==> src/rtl/instr_encoder_pkg.sv <==
// instr_encoder_pkg
// Shared definitions for the instruction encoder: the RV32I opcode classes
// (mirroring the single-cycle core's decoder), datapath widths, and a helper
// that tests whether an immediate fits a sign-extended field.
package instr_encoder_pkg;

    // Instruction classes as seen by the single-cycle core's decoder.
    typedef enum logic [6:0] {
        R_TYPE = 7'b0110011,
        I_TYPE = 7'b0010011,
        LOAD_I = 7'b0000011,
        S_TYPE = 7'b0100011,
        B_TYPE = 7'b1100011,
        JALR_I = 7'b1100111,
        J_TYPE = 7'b1101111,
        LUI_I  = 7'b0110111,
        AUIPC  = 7'b0010111
    } type_opcode_e;

    localparam int unsigned INSTR_W = 32;
    localparam int unsigned ADDR_W  = 32;
    localparam int unsigned ENTRY_W = INSTR_W + ADDR_W;

    // True when imm[31:msb] are all equal, i.e. the value survives truncation
    // to an (msb+1)-bit two's-complement field.
    function automatic logic signFits(input logic [31:0] imm, input int unsigned msb);
        logic [31:0] mask;
        mask = 32'hFFFF_FFFF << msb;
        return ((imm & mask) == mask) || ((imm & mask) == 32'h0);
    endfunction

endpackage

==> src/rtl/instr_encoder_if.sv <==
// instr_encoder_if
// Bundles both streaming handshakes of the encoder.
//   in_valid/in_ready + opcode, funct3, funct7, rd, rs1, rs2, immediate :
//       decoded field set from the producer
//   out_valid/out_ready + out_instr, out_addr :
//       encoded word and its byte address toward the memory loader
// modport master : producer/consumer side (the environment)
// modport slave  : the encoder itself
interface instr_encoder_if;
    import instr_encoder_pkg::*;

    logic         in_valid;
    logic         in_ready;
    type_opcode_e opcode;
    logic [2:0]   funct3;
    logic [6:0]   funct7;
    logic [4:0]   rd;
    logic [4:0]   rs1;
    logic [4:0]   rs2;
    logic [31:0]  immediate;

    logic         out_valid;
    logic         out_ready;
    logic [31:0]  out_instr;
    logic [31:0]  out_addr;

    modport master (
        output in_valid, opcode, funct3, funct7, rd, rs1, rs2, immediate, out_ready,
        input  in_ready, out_valid, out_instr, out_addr
    );

    modport slave (
        input  in_valid, opcode, funct3, funct7, rd, rs1, rs2, immediate, out_ready,
        output in_ready, out_valid, out_instr, out_addr
    );

endinterface

==> src/rtl/instr_encoder_fifo.sv <==
// instr_fifo
// Synchronous FIFO holding {addr, instr} entries for the encoder.
//   clk, rst_n : clock, asynchronous active-low reset
//   flush_i    : synchronous clear, dominates push and pop
//   push_i     : write data_i (ignored when full)
//   pop_i      : drop the head entry (ignored when empty)
//   data_o     : head entry, forced to zero while empty
//   full_o     : no free entries
//   empty_o    : no valid entries
module instr_fifo #(
    parameter int unsigned DEPTH = 2,
    parameter int unsigned WIDTH = 64
) (
    input  logic             clk,
    input  logic             rst_n,
    input  logic             flush_i,
    input  logic             push_i,
    input  logic             pop_i,
    input  logic [WIDTH-1:0] data_i,
    output logic [WIDTH-1:0] data_o,
    output logic             full_o,
    output logic             empty_o
);

    localparam int unsigned PTR_W = $clog2(DEPTH);

    logic [WIDTH-1:0] mem_q [DEPTH];
    logic [PTR_W:0]   wrPtr_q;
    logic [PTR_W:0]   rdPtr_q;
    logic             doPush;
    logic             doPop;

    // Pointers carry one extra wrap bit so that equal indices can be told
    // apart as empty (same lap) or full (different lap).
    assign empty_o = (wrPtr_q == rdPtr_q);
    assign full_o  = (wrPtr_q[PTR_W] != rdPtr_q[PTR_W]) &&
                     (wrPtr_q[PTR_W-1:0] == rdPtr_q[PTR_W-1:0]);

    assign doPush = push_i && !full_o && !flush_i;
    assign doPop  = pop_i && !empty_o && !flush_i;

    // Head is zeroed while empty so the outputs read as zero after reset or
    // flush rather than exposing stale storage.
    assign data_o = empty_o ? '0 : mem_q[rdPtr_q[PTR_W-1:0]];

    // Pointer bookkeeping; flush rewinds both pointers, dropping all entries.
    always_ff @(posedge clk or negedge rst_n) begin
        if (!rst_n) begin
            wrPtr_q <= '0;
            rdPtr_q <= '0;
        end else if (flush_i) begin
            wrPtr_q <= '0;
            rdPtr_q <= '0;
        end else begin
            if (doPush) wrPtr_q <= wrPtr_q + 1'b1;
            if (doPop)  rdPtr_q <= rdPtr_q + 1'b1;
        end
    end

    // Storage needs no reset: only entries between the pointers are ever read.
    always_ff @(posedge clk) begin
        if (doPush) mem_q[wrPtr_q[PTR_W-1:0]] <= data_i;
    end

endmodule

==> src/rtl/instr_encoder.sv <==
// instr_encoder
// Packs decoded RV32I fields into 32-bit instruction words, rejects field sets
// whose immediate cannot be represented, and streams legal words with a
// running byte address through a small output FIFO.
//   clk, rst_n  : clock, asynchronous active-low reset
//   flush_i     : synchronous clear of FIFO and address (error count kept)
//   bus         : field-set input and word/address output handshakes
//   err_o       : one-cycle pulse after an illegal field set is consumed
//   err_count_o : saturating count of illegal field sets
module instr_encoder
    import instr_encoder_pkg::*;
#(
    parameter int unsigned FIFO_DEPTH = 2,
    parameter logic [31:0] BASE_ADDR  = 32'h0000_0000
) (
    input  logic                  clk,
    input  logic                  rst_n,
    input  logic                  flush_i,
    instr_encoder_if.slave        bus,
    output logic                  err_o,
    output logic [7:0]            err_count_o
);

    logic [31:0]        encWord;
    logic               encLegal;
    logic               accept;
    logic               fifoPush;
    logic               fifoPop;
    logic               fifoFull;
    logic               fifoEmpty;
    logic [ENTRY_W-1:0] headData;

    logic [31:0]        addr_q, addr_d;
    logic [7:0]         errCount_q, errCount_d;
    logic               err_q, err_d;

    // Field packing and immediate legality for every instruction class.
    // Shift-immediate forms reuse funct7 as the upper bits, so their
    // immediate must be a plain 5-bit shift amount.
    always_comb begin
        encWord  = 32'h0;
        encLegal = 1'b0;
        case (bus.opcode)
            R_TYPE: begin
                encWord  = {bus.funct7, bus.rs2, bus.rs1, bus.funct3, bus.rd, R_TYPE};
                encLegal = 1'b1;
            end
            I_TYPE, LOAD_I, JALR_I: begin
                if (bus.opcode == I_TYPE && (bus.funct3 == 3'b001 || bus.funct3 == 3'b101)) begin
                    encWord  = {bus.funct7, bus.immediate[4:0], bus.rs1, bus.funct3,
                                bus.rd, bus.opcode};
                    encLegal = (bus.immediate[31:5] == 27'h0);
                end else begin
                    encWord  = {bus.immediate[11:0], bus.rs1, bus.funct3, bus.rd, bus.opcode};
                    encLegal = signFits(bus.immediate, 11);
                end
            end
            S_TYPE: begin
                encWord  = {bus.immediate[11:5], bus.rs2, bus.rs1, bus.funct3,
                            bus.immediate[4:0], S_TYPE};
                encLegal = signFits(bus.immediate, 11);
            end
            B_TYPE: begin
                encWord  = {bus.immediate[12], bus.immediate[10:5], bus.rs2, bus.rs1,
                            bus.funct3, bus.immediate[4:1], bus.immediate[11], B_TYPE};
                encLegal = !bus.immediate[0] && signFits(bus.immediate, 12);
            end
            J_TYPE: begin
                encWord  = {bus.immediate[20], bus.immediate[10:1], bus.immediate[11],
                            bus.immediate[19:12], bus.rd, J_TYPE};
                encLegal = !bus.immediate[0] && signFits(bus.immediate, 20);
            end
            LUI_I, AUIPC: begin
                encWord  = {bus.immediate[31:12], bus.rd, bus.opcode};
                encLegal = (bus.immediate[11:0] == 12'h0);
            end
            default: begin
                encWord  = 32'h0;
                encLegal = 1'b0;
            end
        endcase
    end

    // Illegal sets still complete the handshake; only legal ones are stored.
    assign accept   = bus.in_valid && !fifoFull && !flush_i;
    assign fifoPush = accept && encLegal;
    assign fifoPop  = !fifoEmpty && bus.out_ready;

    assign bus.in_ready  = !fifoFull;
    assign bus.out_valid = !fifoEmpty;
    assign bus.out_addr  = headData[ENTRY_W-1:INSTR_W];
    assign bus.out_instr = headData[INSTR_W-1:0];

    assign err_o       = err_q;
    assign err_count_o = errCount_q;

    // Next address advances only for stored words; the error counter sticks
    // at its maximum instead of wrapping, and survives a flush.
    always_comb begin
        addr_d     = addr_q;
        errCount_d = errCount_q;
        err_d      = accept && !encLegal;
        if (flush_i) begin
            addr_d = BASE_ADDR;
        end else if (fifoPush) begin
            addr_d = addr_q + 32'd4;
        end
        if (err_d && errCount_q != 8'hFF) begin
            errCount_d = errCount_q + 8'd1;
        end
    end

    // Address, error pulse and error count registers.
    always_ff @(posedge clk or negedge rst_n) begin
        if (!rst_n) begin
            addr_q     <= BASE_ADDR;
            errCount_q <= 8'h00;
            err_q      <= 1'b0;
        end else begin
            addr_q     <= addr_d;
            errCount_q <= errCount_d;
            err_q      <= err_d;
        end
    end

    instr_fifo #(
        .DEPTH (FIFO_DEPTH),
        .WIDTH (ENTRY_W)
    ) u_fifo (
        .clk     (clk),
        .rst_n   (rst_n),
        .flush_i (flush_i),
        .push_i  (fifoPush),
        .pop_i   (fifoPop),
        .data_i  ({addr_q, encWord}),
        .data_o  (headData),
        .full_o  (fifoFull),
        .empty_o (fifoEmpty)
    );

endmodule

==> src/flat_wrapper.sv <==
// flat-port wrapper written by rule: the top's interface ports become plain ports
module instr_encoder_flat import instr_encoder_pkg::*;
#(
    parameter int unsigned FIFO_DEPTH = 2,
    parameter logic [31:0] BASE_ADDR  = 32'h0000_0000
)
  (clk, rst_n, flush_i, err_o, err_count_o, bus_in_valid, bus_opcode, bus_funct3, bus_funct7, bus_rd, bus_rs1, bus_rs2, bus_immediate, bus_out_ready, bus_in_ready, bus_out_valid, bus_out_instr, bus_out_addr);
  instr_encoder_if bus_i ();
  input  logic clk;
  input  logic rst_n;
  input  logic flush_i;
  output logic err_o;
  output logic [7:0] err_count_o;
  input wire logic [$bits(bus_i.in_valid)-1:0] bus_in_valid;
  input wire logic [$bits(bus_i.opcode)-1:0] bus_opcode;
  input wire logic [$bits(bus_i.funct3)-1:0] bus_funct3;
  input wire logic [$bits(bus_i.funct7)-1:0] bus_funct7;
  input wire logic [$bits(bus_i.rd)-1:0] bus_rd;
  input wire logic [$bits(bus_i.rs1)-1:0] bus_rs1;
  input wire logic [$bits(bus_i.rs2)-1:0] bus_rs2;
  input wire logic [$bits(bus_i.immediate)-1:0] bus_immediate;
  input wire logic [$bits(bus_i.out_ready)-1:0] bus_out_ready;
  output wire logic [$bits(bus_i.in_ready)-1:0] bus_in_ready;
  output wire logic [$bits(bus_i.out_valid)-1:0] bus_out_valid;
  output wire logic [$bits(bus_i.out_instr)-1:0] bus_out_instr;
  output wire logic [$bits(bus_i.out_addr)-1:0] bus_out_addr;
  assign bus_i.in_valid = bus_in_valid;
  assign bus_i.opcode = bus_opcode;
  assign bus_i.funct3 = bus_funct3;
  assign bus_i.funct7 = bus_funct7;
  assign bus_i.rd = bus_rd;
  assign bus_i.rs1 = bus_rs1;
  assign bus_i.rs2 = bus_rs2;
  assign bus_i.immediate = bus_immediate;
  assign bus_i.out_ready = bus_out_ready;
  assign bus_in_ready = bus_i.in_ready;
  assign bus_out_valid = bus_i.out_valid;
  assign bus_out_instr = bus_i.out_instr;
  assign bus_out_addr = bus_i.out_addr;
  instr_encoder #(.FIFO_DEPTH(FIFO_DEPTH), .BASE_ADDR(BASE_ADDR)) u_core (.clk(clk), .rst_n(rst_n), .flush_i(flush_i), .bus(bus_i), .err_o(err_o), .err_count_o(err_count_o));
endmodule
==> config.mk <==
export PLATFORM = sky130hd
export DESIGN_NAME = instr_encoder_flat
export DESIGN_NICKNAME = d
export VERILOG_FILES = /design/src/rtl/instr_encoder_pkg.sv /design/src/rtl/instr_encoder_if.sv /design/src/rtl/instr_encoder_fifo.sv /design/src/rtl/instr_encoder.sv /design/src/flat_wrapper.sv
export SDC_FILE = /design/constraint.sdc
export NUM_CORES = 1
export LEC_CHECK = 0
export BUFFER_PORTS_ARGS = -buffer_cell sky130_fd_sc_hd__clkbuf_2
export CAP_MARGIN = 20
export CORE_MARGIN = 2
export CORE_UTILIZATION = 35
export DETAILED_ROUTE_END_ITERATION = 8
export SKIP_LAST_GASP = 1
export SYNTH_ARGS = -nofsm -noshare
export SYNTH_HDL_FRONTEND = slang
export SYNTH_SLANG_ARGS = --single-unit
==> constraint.sdc <==
create_clock -name clk -period 8.6 [get_ports clk]
set_input_delay 0.43 -clock clk [delete_from_list [all_inputs] [get_ports clk]]
set_output_delay 0.43 -clock clk [all_outputs]
set_load 0.01 [all_outputs]
; Word level (Yosys, flattened, before mapping)
; Memory sizes are Yosys's and may differ from the RTL's.
; Cells that the tools add are included.
[totals]
output_inout_bits = 75
ff_bits = 45
memories = 1
in_bits = 69
ramBits = 128
wordCells = 74
[memory_table]
columns = memory, depth, word_bits, read_ports, rd_ports_with_merged_regs, write_ports, line
row1 = u_core.u_fifo.mem_q, 2, 64, 1, 0, 1, instr_encoder_fifo.sv:27  ; logic [WIDTH-1:0] mem_q [DEPTH];
[classes]
addsub = 4
n_reduce_logical = 33
muxes = 13
eq_ne = 18
[ops]
columns = operator, count
row1 = $pmux 32 s6, 1
row2 = $logic_not 32->1, 3
row3 = $mux 32, 3
row4 = $mux 64, 1
row5 = $add 32x3->32 const B, 1
row6 = $logic_not 27->1, 1
row7 = $eq 21x21->1 const B, 1
row8 = $eq 7x6->1 const B, 3
row9 = $eq 7x7->1 const B, 3
row10 = $eq 20x20->1 const B, 1
row11 = $eq 7x5->1 const B, 2
row12 = $logic_and 1x1->1, 14
row13 = $eq 12x12->1 const B, 1
row14 = $logic_not 12->1, 1
row15 = $add 8x1->8 const B, 1
row16 = $mux 2, 4
row17 = $ne 8x8->1 const B, 1
row18 = $eq 7x2->1 const B, 1
row19 = $pmux 1 s6, 1
row20 = $reduce_bool 2->1, 3
row21 = $logic_not 1->1, 5
row22 = $add 2x1->2 const B, 2
row23 = $logic_or 1x1->1, 4
row24 = $eq 3x1->1 const B, 1
row25 = other kinds (7), 9

; Logic depth before layout (Yosys ltp)
[logic_depth]
ltp_word = 10
mapped_depth = 10
mapped_depth_nobuf = 7

; By module
; Synthesis repeated with hierarchy kept, for this count alone.
[hier_totals]
cells_unflattened = 651
hier_area_um2 = 8069.0
[by_module_without_submodules]
columns = mod, cells_each, area_per_inst_um2, seq_area_each_um2, instances
row1 = instr_fifo, 302, 5098.6, 3943.8, 1
row2 = instr_encoder, 349, 2970.3, 975.9, 1

; Least setup slack after synthesis
; OpenSTA, ideal clock, no wires.
[synth_path]
path_type = in2reg
start = input bus_immediate[6]
end = memory u_core.u_fifo.mem_q[0][0], enable pin
path_buffers = 2
t_arrival_ns = 6.122
path_stages = 8
slack_ns = 1.919
required_ns = 8.041
setup_ns = 0.559
path_cell_list = or4_4 nor4_4 nand4_1 o22ai_1 a221oi_2 clkbuf_1 buf_2 nor3_1
[synth_via]
elab_chain_cells = 8
elab_cells_between_ends = 9
classes_between = mux: 4 / reduce/logical: 5
[synth_rtl]
columns = item, line
row1 = "start, declared", flat_wrapper.sv:21  ; input wire logic [$bits(bus_i.immediate)-1:0] bus_immediate;
row2 = $logic_not 27->1, instr_encoder.sv:52  ; encLegal = (bus.immediate[31:5] == 27'h0);
row3 = $mux 1, instr_encoder.sv:49  ; if (bus.opcode == I_TYPE && (bus.funct3 == 3'b001 || bus.funct3 == 3'b101)) begin
row4 = $pmux 1 s6 (*), instr_encoder.sv:43  ; case (bus.opcode)
row5 = $logic_and 1x1->1 (*), instr_encoder.sv:86  ; assign fifoPush = accept && encLegal;
row6 = $logic_and 1x1->1 (*) (2 in a row), instr_encoder_fifo.sv:39  ; assign doPush = push_i && !full_o && !flush_i;
row7 = $mux 1 (*), instr_encoder_fifo.sv:62  ; if (doPush) mem_q[wrPtr_q[PTR_W-1:0]] <= data_i;
row8 = $mux 1 (implied by the code) (*), instr_encoder_fifo.sv:62
row9 = "end, declared", instr_encoder_fifo.sv:27
; Every way passes the cells marked *; elsewhere a longest branch is shown, timed or not.

; Worst setup path in the final report
[layout_path]
start = register u_core.u_fifo.rdPtr_q[0]
end = output bus_out_instr[11]
[layout_via]
elab_chain_cells = 2
elab_cells_between_ends = 3
classes_between = eq/ne: 1 / mux: 1 / memory: 1
[layout_rtl]
columns = item, line
row1 = "start, declared", instr_encoder_fifo.sv:29  ; logic [PTR_W:0] rdPtr_q;
row2 = "start signal, assigned", instr_encoder_fifo.sv:56  ; if (doPop) rdPtr_q <= rdPtr_q + 1'b1;
row3 = $mem_v2 2x64 / $eq 2x2->1 (equally long branches), n/a
row4 = $mux 64 (*), instr_encoder_fifo.sv:44  ; assign data_o = empty_o ? '0 : mem_q[rdPtr_q[PTR_W-1:0]];
row5 = "end, declared", flat_wrapper.sv:25  ; output wire logic [$bits(bus_i.out_instr)-1:0] bus_out_instr;
; Marked as above.

==> reports/metrics.yaml <==
place_inst: 1029
setup_violations: 0
cp_max_fo: 32
grt_pass1_wl_um: 29100
ant_nets: 0
leakage_nw: 3.49
cts_tree: "done"
period_minus_slack_ns: 3.28
seq_area_um2: 4800
fin_util: 0.428
max_freq_mhz: 305
seq_area_frac_synth: 0.621
die_y_um: 153
status: "finished, final reports clean"
routed_wl_um: 18700
hold_class: "primary input to async pin"
die_area_um2: 23300
place.gp.congestion: 0.897
synth.top_cell.area_share: 0.482
fin_setup_tns_ns: 0
path_clk_slew_ns: 0.07
post_cts_buffers: 0
cp-end-kind: "output pin"
synth_warnings: 0
cts_hold_buf: 0
initial_core_util: 0.355
hold_slack_ns: 0.0816
synth_enable_flop_cells: 124
cts.sink_count: 167
ys.flop_type: "edfxtp_1"
cts_buffers: 17
setup_slack_ns: 5.32
finalCritPeriodShare: 0.381
core_area_um2: 21800
dp_hpwl_um: 13100
numPortBuffers: 141
grt.total_usage: 0.161
cap_violations: 0
crit_chain: "xor2_1, nor2_4, buf_4, nor2_1, clkbuf_2"
synth_top_area_cell: "edfxtp_1"
slew_viol_final: 0
path_class: "flop to output pin"
synth_cell_type_count: 52
drt_first_pass_iters: 5
cp-start-kind: "flop"
h-tree-depth: 4
cp.arrival_ns: 2.85
instances_no_fill: 1061
grt_start_max_net_pins: 73
worst_skew_pair.late_latency_ns: 0.42
wire_per_inst_um: 17.7
nFillCells: 2080
mostFrequentLayoutCells: "clkbuf_2, edfxtp_1, nor2_1"
worstPathRequired_ns: 8.17
area_growth_pct: 20.4
antenna_found_initial: 0
relSlewSlack: 0.355
dieWidth_um: 153
grt_remaining_overflow: 0
vias: 5629
cts_resized: 0
drt_iter0_markers: 359
dp_slack_ns: 5.11
synth_area_leaders: "edfxtp_1, dfrtp_1, mux2i_1"
diodes: 0
grt_pass1_vias: 5192
dpl_cell_area_um2: 8710
clock_skew_ns: 0.00997
p_per_area_nw_per_um2: 187
syn-cell-area_um2: 7730
synth_seq_cells: 167
rsz0062_at_grt: "false"
postSynthCellCount: 638
vdd_ir_drop_max_v: 0.000135
cts_root_buf: "clkbuf_16"
syn_avg_cell_area_um2: 12.1
drc: 0
tightest_slew_ns: 0.968
max_stage_delay_ns: 0.78
slowest_stage: "dfrtp_4"
fin_area_um2: 9310
rows: 54
layout.nets: 839
vias_per_cell: 5.31
layout_commonest_cell: "clkbuf_2"
drive_above_1_share: 0.242
report.final.hold_viol_count: 0
clk_path_buf_depth: 2
io_pins: 144
async_flop_share: 0.257
p_total_mw: 1.74
multi_input_area_um2: 2770
-- power breakdown --
part	internal (mW)	switching, mW	leakage (nW)	total [mW]
sequential	0.873	0.0155	1.88	0.888
clock	0.458	0.302	0.294	0.760
combinational	0.0403	0.0548	1.31	0.0951
total	1.37	0.372	3.49	1.74
-- final cells by class --
| type | instances | area share |
|---|---|---|
| Clock inverter | 15 | 0.0187 |
| Clock buffer | 17 | 0.0457 |
| Multi-Input combinational cell | 425 | 0.297 |
| Tap cell | 280 | 0.0376 |
| Timing Repair Buffer | 147 | 0.0807 |
| Sequential cell | 167 | 0.516 |
| Inverter | 10 | 0.00403 |
-- cells by family after synthesis --
logic type,share of synthesized area
flops,0.621
compound gates,0.0888
other cells,0.000485
simple gates,0.160
fa+ha+maj,0.00324
mux,0.0846
buf+inv,0.0259
xor+xnor,0.0159
-- final timing paths --
check                                        endpoint                startpoint  slack (ns)  cells after the start
max                                 bus_out_instr[11]  u_core.u_fifo.rdPtr_q[0]        5.32                      5
min                                  u_core.addr_q[8]                     rst_n        0.08                      2
max reg2reg                         u_core.addr_q[28]  u_core.u_fifo.rdPtr_q[0]        5.35                      7
min reg2reg                u_core.u_fifo.mem_q[1][63]         u_core.addr_q[31]        0.49                      0
max in group asynchronous    u_core.u_fifo.rdPtr_q[0]                     rst_n        8.06                      2
min in group clk           u_core.u_fifo.mem_q[0][27]             bus_funct7[2]        0.35                      3
-- worst max-delay path, delay by kind of cell (launching register included) --
family,cells,cell delay (ns)
DFF,1,0.78
buffers and inverters,2,0.61
xor gates and xnor gates,1,0.22
and+or+nand+nor,2,0.77
-- cells in the mapped netlist, drive strengths merged, types with 2 or more instances --
cell type and count:
edfxtp 124, nor2 83, mux2i 62, dfrtp 43, a21oi 31, nand2 31, or3 24, clkbuf 23
o21ai 23, nand4 20, nand3 18, or4 16, buf 14, a22o 13, o31ai 13, inv 10
nor4 9, and3 8, xnor2 8, a222oi 7, and2 7, xor2 6, nor3 5, a22oi 4
nand2b 4, nor2b 4, o22ai 4, and4 3, mux2 3, a221oi 2, ha 2, o21bai 2
or2 2
-- registers in the layout (all words and copies together) (netlist names) --
signal                 cells
u_core.u_fifo.mem_q      124
u_core.addr_q             30
u_core.err_count_o         8
u_core.u_fifo.rdPtr_q      2
u_core.u_fifo.wrPtr_q      2
u_core.err_o               1
-- metal layers --
metal | global-route usage | wire length, um | vias to the layer above
met5 | 0 | 0 | -
met4 | 0.0670 | 523 | 0
met3 | 0.0361 | 1150 | 32
met2 | 0.253 | 8750 | 205
met1 | 0.215 | 8320 | 2706
li1 | - | - | 2686
Note: power is estimated with default switching activity, not from simulation.
